**config.mk**
```make
export PLATFORM = sky130hd
export DESIGN_NAME = data_ex_unit
export DESIGN_NICKNAME = d
export VERILOG_FILES = /design/src/rtl/data_ex_unit.sv
export SDC_FILE = /design/constraint.sdc
export NUM_CORES = 1
export LEC_CHECK = 0
export CORE_AREA = 2 2 227 229
export CTS_CLUSTER_DIAMETER = 150
export DETAILED_ROUTE_END_ITERATION = 10
export DIE_AREA = 0 0 229 231
export GPL_TIMING_DRIVEN = 0
export PLACE_DENSITY_LB_ADDON = 0.15
export SYNTH_ARGS = -nofsm -noshare
export SYNTH_HDL_FRONTEND = slang
export SYNTH_SLANG_ARGS = --single-unit
export TNS_END_PERCENT = 50
```
**constraint.sdc**
```tcl
create_clock -name clk -period 13.9 [get_ports clk]
set_input_delay 1.39 -clock clk [delete_from_list [all_inputs] [get_ports clk]]
set_output_delay 1.39 -clock clk [all_outputs]
set_load 0.005 [all_outputs]
```
**src/rtl/data_ex_unit.sv**
```systemverilog
// Execute-stage datapath: forwarded operand select, 64-bit ALU with N/Z/V/C flags,
// architectural flag registers and PC-relative branch target.
module data_ex_unit (
    input  logic        clk,
    input  logic        reset,
    input  logic [63:0] ReadData1,
    input  logic [63:0] ReadData2,
    input  logic [63:0] PC,
    input  logic [63:0] ALU_or_DT,
    input  logic [63:0] BR_to_shift,
    input  logic [63:0] alu_result_mem,
    input  logic [63:0] alu_result_wb,
    input  logic [2:0]  ALUop,
    input  logic [1:0]  forwardA,
    input  logic [1:0]  forwardB,
    input  logic        ALUsrc,
    input  logic        update,
    input  logic        cbz_id,
    output logic [63:0] alu_result,
    output logic [63:0] new_PC2,
    output logic        negative,
    output logic        zero,
    output logic        overflow,
    output logic        carry_out
);

    typedef enum logic [2:0] {
        OP_PASS = 3'b000,
        OP_ADD  = 3'b010,
        OP_SUB  = 3'b011,
        OP_AND  = 3'b100,
        OP_OR   = 3'b101,
        OP_XOR  = 3'b110
    } alu_op_e;

    logic [63:0] add2;
    logic [63:0] op_a;
    logic [63:0] op_b;
    logic [63:0] b_arith;
    logic        is_sub;
    logic        is_arith;
    logic [63:0] sum_lo;
    logic [1:0]  sum_hi;
    logic [63:0] sum;
    logic        n_flag;
    logic        z_flag;
    logic        v_flag;
    logic        c_flag;
    logic        nq, zq, vq, cq;

    // NOTE: every always_comb output gets a default first so no latch is inferred.
    always_comb begin
        add2 = ALUsrc ? ALU_or_DT : ReadData2;

        unique case (forwardA)
            2'b01:   op_a = alu_result_mem;
            2'b10:   op_a = alu_result_wb;
            default: op_a = ReadData1;
        endcase

        unique case (forwardB)
            2'b01:   op_b = alu_result_mem;
            2'b10:   op_b = alu_result_wb;
            default: op_b = add2;
        endcase
    end

    // Split the adder at bit 63 so carry-in and carry-out of the MSB are both visible for V.
    always_comb begin
        is_sub   = (ALUop == OP_SUB);
        is_arith = (ALUop == OP_ADD) || is_sub;
        b_arith  = is_sub ? ~op_b : op_b;
        sum_lo   = {1'b0, op_a[62:0]} + {1'b0, b_arith[62:0]} + {63'd0, is_sub};
        sum_hi   = {1'b0, op_a[63]} + {1'b0, b_arith[63]} + {1'b0, sum_lo[63]};
        sum      = {sum_hi[0], sum_lo[62:0]};

        alu_result = 64'd0;
        case (ALUop)
            OP_PASS: alu_result = op_b;
            OP_ADD,
            OP_SUB:  alu_result = sum;
            OP_AND:  alu_result = op_a & op_b;
            OP_OR:   alu_result = op_a | op_b;
            OP_XOR:  alu_result = op_a ^ op_b;
            default: alu_result = 64'd0;
        endcase

        n_flag = alu_result[63];
        z_flag = (alu_result == 64'd0);
        c_flag = is_arith & sum_hi[1];
        v_flag = is_arith & (sum_lo[63] ^ sum_hi[1]);
    end

    // NOTE: sequential state uses non-blocking assignments only.
    always_ff @(posedge clk or negedge reset) begin
        if (!reset) begin
            nq <= 1'b0;
            zq <= 1'b0;
            vq <= 1'b0;
            cq <= 1'b0;
        end else if (update) begin
            nq <= n_flag;
            zq <= z_flag;
            vq <= v_flag;
            cq <= c_flag;
        end
    end

    // The bypass uses the live ALU zero, never the zero output, so no loop forms.
    assign zero      = cbz_id ? z_flag : zq;
    assign negative  = nq;
    assign overflow  = vq;
    assign carry_out = cq;

    assign new_PC2 = PC + {BR_to_shift[61:0], 2'b00};

endmodule

```
==> results of run 1 <==
==> layer usage <==
layer,vias to the layer above,global-route usage,part of all wire
met5,-,0,0
met3,160,0.0562,0.078
met2,1087,0.594,0.48
met4,0,0.116,0.038
li1,9785,-,-
met1,10200,0.422,0.41
==> critical path: cells and delay by family <==
kind | cells | cell delay [ps]
and+or+nand+nor | 9 | 2910
buffers and inverters | 9 | 3620
AOI/OAI and AO/OA | 10 | 2830
xor gates and xnor gates | 1 | 180
adders and majority gates | 3 | 1200
==> how the worst max path moves through the flow <==
stage | slack [ps] | start | end
2_1_floorplan | 4260 | ALUop[1] | zero
3_3_place_gp | -2250 | ALUop[2] | zero
3_5_place_dp | -2220 | ALUop[2] | zero
4_1_cts | 50 | ALUop[2] | zero
5_1_grt | 70 | forwardA[0] | zero
6_report | 330 | forwardB[0] | zero
==> power by group <==
part           leakage, nW  internal (mW)  switching [mW]  total (mW)
logic                 9.66          0.699           0.937        1.64
registers           0.0542         0.0131         0.00103      0.0141
clock network       0.0370         0.0368         0.00892      0.0458
==> layout make-up <==
class,count,area (um2),area share
multi-input combinational,1946,14500,0.636
timing repair buffer,584,5850,0.257
tap,680,851,0.0374
buffer,165,701,0.0308
inverter,182,683,0.0301
sequential,4,100,0.00440
clock buffer,3,75.1,0.00330
antenna,4,10.0,0.000440
==> what timing repair did <==
| action | in CTS | in global routing |
|---|---|---|
| gates cloned | 0 | 0 |
| hold buffers | 0 | 0 |
| hold endpoints to repair | 0 | 0 |
| pin swaps | 0 | 0 |
| endpoints found under the setup margin | 2 | 1 |
| resized for setup | 22 | 13 |
==> state kept, by name (all words and copies together) (netlist names) <==
register	count
zq	1
carry_out	1
negative	1
overflow	1
==> through the flow <==
stage / hold slack (ps) / std cells
final: 513 / 3568
after global routing: 547 / 3566
after CTS: 520 / 3565
after detailed placement: 505 / 3564
after global placement: 495 / 3564
after floorplan: 505 / 2300
==> cell families after synthesis <==
| kind of cell | Yosys count | share of synthesized area |
|---|---|---|
| muxes | 138 | 0.0882 |
| AOI/OAI and AO/OA | 904 | 0.376 |
| and+or+nand+nor | 491 | 0.153 |
| xor gates and xnor gates | 155 | 0.0854 |
| DFF | 4 | 0.00630 |
| adders and majority gates | 258 | 0.204 |
| buffers and inverters | 350 | 0.0858 |
==> cell usage in the layout (no fill, tap or decap), types with 14 or more instances in the layout <==
cell type | Yosys | routed
nor3_1 | 42 | 41
a31oi_1 | 20 | 20
inv_1 | 182 | 182
a211oi_1 | 16 | 16
xor2_1 | 35 | 35
nor2b_1 | 20 | 20
ha_1 | 255 | 255
a21oi_1 | 206 | 206
o22ai_1 | 69 | 69
a221oi_1 | 68 | 68
o21a_1 | 20 | 20
o211ai_1 | 14 | 14
and3_1 | 22 | 22
nor2_1 | 82 | 82
nand2_1 | 167 | 166
a21o_1 | 70 | 70
a22oi_1 | 111 | 111
o21bai_1 | 25 | 25
nand2b_1 | 18 | 18
clkdlybuf4s50_1 | 0 | 584
nand4_1 | 41 | 41
xnor2_1 | 120 | 120
clkbuf_1 | 105 | 93
buf_1 | 32 | 23
mux2i_1 | 132 | 132
nand3_1 | 34 | 34
buf_2 | 26 | 32
o21ai_0 | 186 | 185
==> impl_metrics.json, run 1 <==
{
  "crit_path_top_delay_cell": "clkdlybuf4s50_1",
  "min-delay-start": "negative",
  "fin_area_um2": 22700,
  "place_area_um2": 22600,
  "routedWlPerCell_um": 26.6,
  "place_congestion": 0.963,
  "hpwlAfterDp_um": 79900,
  "fmax_mhz": 73.7,
  "pre_cts_ws_ps": -2220,
  "synth_area_leaders": "ha_1, mux2i_1, xnor2_1, a21oi_1, o21ai_0",
  "max_slew_margin": 0.184,
  "ir_drop_v": 0.0000400,
  "async_flop_share": 1.00,
  "synth_top_area_frac": 0.201,
  "skew_ps": 0,
  "reg2reg_to": "carry_out",
  "initial_core_util": 0.314,
  "yosysTopAreaCell": "ha_1",
  "syn2layout_area_growth_pct": 42.9,
  "ys_warn_count": 0,
  "grt_pass1_wl_um": 137000,
  "synth_nets": 3018,
  "hold_viol_final": 0,
  "h-tree-depth": 1,
  "ios": 592,
  "synth_ff_type": "dfrtp_1",
  "syn_avg_cell_area_um2": 6.91,
  "grt-ovfl-total": 0,
  "die_area_um2": 52900,
  "clkSinkCount": 4,
  "synthCells": 2300,
  "critPathMaxFanout": 10,
  "antenna_found_initial": 5,
  "rows": 83,
  "grt_util_all_layers": 0.341,
  "fillers": 5339,
  "ff2ff_setup_slack_ps": 13040,
  "fin_total_pwr_mw": 1.70,
  "via_per_inst": 5.96,
  "coreArea_um2": 50700,
  "synth_common_cells": "ha_1, a21oi_1, o21ai_0",
  "final_layout_size_suffix_gt1_frac": 0.0326,
  "worstPathArrival_ps": 12180,
  "crit_type": "in2out",
  "min_period_ps": 13570,
  "portBuffers": 584,
  "synth_cell_type_count": 90,
  "drtIter0Drc": 1714,
  "root_buffer": "clkbuf_16",
  "drcViolationCount": 0,
  "crit_top_cell": "clkbuf_2",
  "status": "completed",
  "post_cts_buffers": 0,
  "grt_pass1_vias": 20800,
  "crit-reg2reg-launch": "carry_out",
  "synthMostInstantiatedCell": "ha_1",
  "tightest_slew_ps": 1220,
  "power_leakage_nw": 9.75,
  "setup_ws_ps": 329,
  "fin_crit_sh": 0.976,
  "setup_viol_count_final": 0,
  "max_stage_delay_ps": 650,
  "chipWidth_um": 229,
  "fin_util": 0.448,
  "synth-edff-count": 0,
  "endpoint_kind": "primary output",
  "chipHeight_um": 231,
  "num_vias": 21300,
  "drtAntennaViolNets": 0,
  "cap_violations": 0,
  "r2r_cells": 1,
  "min_to": "negative",
  "slew_viol_final": 0,
  "clk_latency_ps": 230,
  "grt_start_max_net_pins": 20,
  "cts_buffers": 3,
  "path_clk_slew_ps": 30,
  "fin_tns_setup_ps": 0,
  "cts_tree": "yes",
  "rsz0062_at_grt": "false",
  "ys_seq_area_frac": 0.00630,
  "crit_path_start_kind": "primary input",
  "worst_hold_path.num_cells": 1,
  "holdCritPathClass": "reg2reg",
  "cts.path.max_buffers": 2,
  "final_nets": 3604,
  "routed_wl_um": 95000,
  "critPathRequiredTime_ps": 12510,
  "firstDrtPassIters": 5,
  "syn_area_um2": 15900,
  "synth_seq_cells": 4,
  "powerDensity_nw_per_um2": 74.6
}
Power figures use the tool's default switching activity.
==> inputs of run 2 (changes only) <==
CORE_AREA = 4 4 229 231   (was 2 2 227 229)
DIE_AREA = 0 0 233 235   (was 0 0 229 231)
==> impl_metrics.json, run 2 (synthesis results as in run 1) <==
{
  "min-delay-start": "negative",
  "seq_area_um2": 100,
  "skew_ps": 0,
  "max_slew_margin": 0.189,
  "hpwlAfterDp_um": 80900,
  "fin_cells": 3557,
  "reg2reg_to": "carry_out",
  "slew_viol_final": 0,
  "cts_buffers": 3,
  "multi_input_area_um2": 14500,
  "ctsHoldBuffers": 0,
  "status": "completed",
  "worstPathArrival_ps": 12190,
  "fillers": 5319,
  "min_to": "negative",
  "p_sw_uw": 951,
  "cts.path.max_buffers": 2,
  "ir_drop_v": 0.0000281,
  "portBuffers": 584,
  "seqPwrFrac": 0.008,
  "coreArea_um2": 50100,
  "cp_top_family": "compound AO/OA/AOI/OAI gates",
  "crit_path_start_kind": "primary input",
  "grt_start_max_net_pins": 29,
  "p_clk_frac": 0.027,
  "endpoint_kind": "primary output",
  "fmax_mhz": 73.7,
  "die_area_um2": 54800,
  "power.internal_uw": 750,
  "crit_path_top_delay_cell": "clkdlybuf4s50_1",
  "ff2ff_setup_slack_ps": 13150,
  "cap_violations": 0,
  "ios": 592,
  "path_clk_slew_ps": 30,
  "drtAntennaViolNets": 0,
  "final_layout_size_suffix_gt1_frac": 0.0336,
  "fin_util": 0.454,
  "p_sw_frac": 0.559,
  "place_congestion": 0.979,
  "grt_pass1_vias": 21200,
  "max_stage_delay_ps": 640,
  "grt-ovfl-total": 0,
  "dp_cells": 3556,
  "critPathMaxFanout": 10,
  "rsz0062_at_grt": "false",
  "r2r_cells": 1,
  "critPathRequiredTime_ps": 12510,
  "antenna_found_initial": 9,
  "firstDrtPassIters": 5,
  "chipHeight_um": 235,
  "powerDensity_nw_per_um2": 74.9,
  "clk_latency_ps": 230,
  "chipWidth_um": 233,
  "drtIter0Drc": 1847,
  "hold_ws_ps": 516,
  "grt_util_all_layers": 0.330,
  "crit_type": "in2out",
  "routedWlPerCell_um": 27.1,
  "fin_crit_sh": 0.977,
  "hold_viol_final": 0,
  "power_leakage_nw": 9.77,
  "min_period_ps": 13580,
  "final_nets": 3603,
  "combPwrFrac": 0.965,
  "drcViolationCount": 0,
  "clkSinkCount": 4,
  "rows": 82,
  "tightest_slew_ps": 1220,
  "cts_tree": "yes",
  "routed_wl_um": 96300,
  "post_cts_buffers": 0,
  "h-tree-depth": 1,
  "worst_hold_path.num_cells": 1,
  "initial_core_util": 0.318,
  "crit-reg2reg-launch": "carry_out",
  "layout_common_cells": "clkdlybuf4s50_1, ha_1, a21oi_1, o21ai_0, inv_1",
  "via_per_inst": 5.99,
  "setup_viol_count_final": 0,
  "root_buffer": "clkbuf_16",
  "holdCritPathClass": "reg2reg",
  "path_buf_inv": 7,
  "grt_pass1_wl_um": 138000,
  "num_vias": 21300,
  "syn2layout_area_growth_pct": 42.9,
  "mostFrequentLayoutCell": "clkdlybuf4s50_1"
}
[run 2: power groups by stage]
stage          sequential [mW]  combinational (mW)  clock [mW]
6_report                0.0138                1.64      0.0460
5_1_grt                 0.0140                1.77      0.0478
4_1_cts                 0.0138                1.61      0.0463
3_5_place_dp            0.0139                1.60           0
3_3_place_gp            0.0139                1.59           0
2_1_floorplan           0.0140               0.905           0
[run 2: worst max path at each step]
stage                      from    to  slack, ps  depth (start not counted)
floorplan              ALUop[1]  zero       4260                         32
global placement       ALUop[2]  zero      -2190                         32
detailed placement     ALUop[2]  zero      -2200                         32
CTS                 forwardA[0]  zero         10                         31
global route        forwardB[0]  zero        160                         32
finish              forwardB[0]  zero        320                         32
[run 2: layout make-up]
type,count,area share
antenna,2,0.000220
buffer,164,0.0317
clock buffer,3,0.00330
inverter,182,0.0301
multi-input combinational,1946,0.636
sequential,4,0.00440
tap,672,0.0370
timing repair buffer,584,0.257
[run 2: routing by layer]
layer	part of all wire	up-vias	track usage
met5	0.00081	-	0
met4	0.045	12	0.126
met3	0.089	186	0.0670
met2	0.46	1102	0.559
li1	-	9787	-
met1	0.40	10200	0.409
[run 2: metrics by stage]
stage,worst slack [ps],power (mW),area [um2],TNS [ps]
detailed placement,-2200,1.62,22600,-2450
global route,157,1.83,22700,0
CTS,14.2,1.67,22700,0
global placement,-2190,1.60,22600,-2380
finish,324,1.70,22700,0
floorplan,4260,0.919,15900,0
[run 2: what timing repair did]
action,in CTS,in global routing
setup endpoints to repair,2,1
gates cloned,0,0
resized for setup,16,39
==> inputs of run 3 (changes only) <==
CORE_AREA = 4 4 231 233   (was 4 4 229 231)
DIE_AREA = 0 0 235 237   (was 0 0 233 235)
DONT_BUFFER_PORTS = 1   (was unset)
==> impl_metrics.json, run 3 (synthesis results as in run 1) <==
{
  "grt_start_max_net_pins": 20,
  "antenna_found_initial": 3,
  "status": "completed",
  "mostFrequentLayoutCell": "ha_1",
  "fin_crit_sh": 0.972,
  "ctsHoldBuffers": 0,
  "routedWlPerCell_um": 31.0,
  "slew_viol_final": 0,
  "tightest_slew_ps": 1220,
  "clk_latency_ps": 220,
  "fmax_mhz": 74.0,
  "endpoint_kind": "primary output",
  "cap_violations": 0,
  "hold_viol_final": 0,
  "num_vias": 18900,
  "r2r_cells": 1,
  "min-delay-start": "zq",
  "reg2reg_to": "negative",
  "fin_tns_setup_ps": 0,
  "hold_ws_ps": 578,
  "powerDensity_nw_per_um2": 82.4,
  "fillers": 5659,
  "multi_input_area_um2": 14500,
  "critPathMaxFanout": 10,
  "path_clk_slew_ps": 30,
  "wl_met3_um": 7750,
  "fin_util": 0.330,
  "drcViolationCount": 0,
  "routed_wl_um": 92500,
  "place_area_um2": 16800,
  "pre_cts_ws_ps": -1900,
  "layout_common_cells": "ha_1, a21oi_1, o21ai_0, inv_1, nand2_1",
  "max_slew_margin": 0.185,
  "place_congestion": 0.984,
  "cts.path.max_buffers": 2,
  "coreArea_um2": 51200,
  "wl_met2_um": 44200,
  "initial_core_util": 0.311,
  "worstPathArrival_ps": 12110,
  "ir_drop_v": 0.0000357,
  "via_per_inst": 6.35,
  "cts_buffers": 3,
  "fin_area_um2": 16900,
  "chipHeight_um": 237,
  "syn2layout_area_growth_pct": 6.11,
  "skew_ps": 0,
  "seq_area_um2": 100,
  "fin_total_pwr_mw": 1.39,
  "grt_pass1_wl_um": 131000,
  "crit_path_top_delay_cell": "clkbuf_1",
  "chipWidth_um": 235,
  "dp_cells": 2980,
  "min_to": "zq",
  "grt_util_all_layers": 0.309,
  "worst_hold_path.num_cells": 2,
  "final_nets": 3021,
  "grt_pass1_vias": 18500,
  "rows": 83,
  "clkSinkCount": 4,
  "final_layout_size_suffix_gt1_frac": 0.0365,
  "rsz0062_at_grt": "false",
  "fin_cells": 2982,
  "crit_type": "in2out",
  "ios": 592,
  "min_period_ps": 13500,
  "grt-ovfl-total": 0,
  "max_stage_delay_ps": 870,
  "ff2ff_setup_slack_ps": 13100,
  "die_area_um2": 55700,
  "cts_tree": "yes",
  "crit-reg2reg-launch": "negative",
  "drtAntennaViolNets": 0,
  "holdCritPathClass": "reg2reg",
  "critPathRequiredTime_ps": 12510,
  "post_cts_buffers": 0,
  "drtIter0Drc": 1736,
  "portBuffers": 0,
  "setup_ws_ps": 395,
  "root_buffer": "clkbuf_16",
  "top_layer": "met4",
  "crit_path_start_kind": "primary input",
  "wl_met1_um": 37700,
  "power_leakage_nw": 7.46,
  "hpwlAfterDp_um": 77300,
  "h-tree-depth": 1,
  "setup_viol_count_final": 0,
  "firstDrtPassIters": 5
}
run 3: cell count changes in the layout (fill, tap and decap cells not counted), sizes merged:
cell,change
clkdlybuf4s50,-584
buf,+1
diode,-1
clkbuf,+1
run 3: layout make-up:
| cell class | instances | area share |
|---|---|---|
| Tap cell | 680 | 0.0504 |
| Inverter | 182 | 0.0405 |
| Sequential cell | 4 | 0.00593 |
| Multi-Input combinational cell | 1946 | 0.857 |
| Buffer | 166 | 0.0416 |
| Clock buffer | 3 | 0.00445 |
| Antenna cell | 1 | 0.000148 |
run 3: report_power, final:
group | internal [mW] | switching [mW] | total (mW)
combinational | 0.448 | 0.882 | 1.33
sequential | 0.0131 | 0.00170 | 0.0148
clock | 0.0367 | 0.00793 | 0.0447
total | 0.498 | 0.892 | 1.39
run 3: how the worst max path moves through the flow:
stage / start / endpoint / slack (ps) / cells past startpoint
floorplan: ALUop[1] / zero / 4260 / 32
global placement: ALUop[1] / zero / -1950 / 32
detailed placement: ALUop[1] / zero / -1900 / 32
CTS: ALUop[1] / zero / 60 / 31
global route: forwardB[0] / zero / 110 / 31
finish: forwardB[0] / zero / 400 / 31
run 3: worst max-delay path: cells and delay by family:
kind	cells	cell delay [ps]
xor gates and xnor gates	1	230
buffers and inverters	6	2270
AOI/OAI and AO/OA	11	3790
adders and majority gates	3	1170
and+or+nand+nor	10	3230
run 3: timing repair:
| action | CTS | global route |
|---|---|---|
| setup endpoints to repair | 1 | 1 |
| gates resized for setup | 10 | 11 |
| endpoints found under the hold margin | 0 | 0 |
run 3: layer usage:
layer | track usage | up-vias
li1 | - | 8618
met2 | 0.538 | 1059
met4 | 0.0863 | 0
met3 | 0.0589 | 117
met1 | 0.389 | 9146
met5 | 0 | -
==> variant, RTL diff (flow settings as in run 3) <==
Register the input `ReadData1` before use, without a reset. The logic sees it one clock later. The other inputs are not delayed to match.
--- a/src/rtl/data_ex_unit.sv
+++ b/src/rtl/data_ex_unit.sv
@@ -33,6 +33,12 @@
         OP_XOR  = 3'b110
     } alu_op_e;
 
+    logic [63:0] ReadData1_q;
+
+    always_ff @(posedge clk) begin
+        ReadData1_q <= ReadData1;
+    end
+
     logic [63:0] add2;
     logic [63:0] op_a;
     logic [63:0] op_b;
@@ -55,7 +61,7 @@
         unique case (forwardA)
             2'b01:   op_a = alu_result_mem;
             2'b10:   op_a = alu_result_wb;
-            default: op_a = ReadData1;
+            default: op_a = ReadData1_q;
         endcase
 
         unique case (forwardB)
Function: changed (a bounded check fails within 4 cycles, from zero or initial values and one cycle with reset low).
==> variant against run 3 <==
Sequential share of layout area grew 6.7 points; final cell count grew 6.7%; total power grew 32%; die area is the same; clock skew grew 0.0054 ns; design area grew 13%; worst setup slack gained 0.031 ns; area after synthesis grew 12%; sequential cell count grew 64; via count grew 9.5%; routed wire length grew 0.23%.
==> variant: results (changes against run 3) <==
worst_slew_margin_rel_pct: 17.1  # -1.4 points
cts_buffers: 9  # +6
ys.flop_type: "dfxtp_1"
reg2reg_from: "ReadData1_q[33]$_DFF_P_"
synth.avg_cell_area_um2: 7.16  # +3.5%
cp.arrival_ns: 12.08  # -0.03 ns
vias_per_cell: 6.52  # +2.6%
num-multi-input-gates: 2056  # +5.7%
placed_cells: 3162  # +6.1%
synthCells: 2480  # +7.8%
p_leak_nw: 8.16  # +9.3%
fin_util_pct: 37.1  # +4.2 points
postCtsSetupBuffers: 2  # +2
wl_per_cell_um: 29.1  # -6.1%
postRouteWirelength_um: 92700  # +0.23%
dpl_cell_area_um2: 18600  # +11%
yosys.cell_types.count: 83  # -7.8%
grt_pass1_vias: 19900  # +7.5%
timing.rr.end: "zq$_DFFE_PN0P_"
holdWs_ns: 0.533  # -0.0449 ns
multi_input_area_um2: 15000  # +3.7%
n_all_inverters: 172  # -5.5%
netlist_top_cells_count: "255 x ha_1, 215 x a21oi_1, 184 x nand2_1"
synth-seq-area-share_pct: 7.78  # +7.2 points
crit_start: "ALUop[1]"
drtIter0Drc: 2263  # +30%
status: "finished, final reports clean"
==> variant: changes by cell type after synthesis, moves of 14 or more <==
cell / change
nor2_1: +27
nand3_1: +17
nand2_1: +17
o21ai_0: -19
clkbuf_1: +19
dfxtp_1: +64
o31ai_1: +14
==> variant: layer usage <==
| layer | GRT usage (%) | up-vias | share of wire, % |
|---|---|---|---|
| met5 | 0 | - | 0 |
| met4 | 12.1 | 0 | 3.9 |
| met3 | 7.03 | 158 | 10 |
| met2 | 51.7 | 1335 | 46 |
| met1 | 39.0 | 9890 | 39 |
| li1 | - | 9364 | - |
==> variant: cells by family (layout without fill, tap and decap cells) <==
logic type,after synthesis,after routing,share of synthesized area [%]
muxes,143,143,8.11
xor gates and xnor gates,137,137,6.76
AOI/OAI and AO/OA,924,924,34.5
DFF,68,68,7.78
other,0,9,0
adders and majority gates,258,258,18.3
and+or+nand+nor,594,594,16.7
buffers and inverters,356,370,7.82
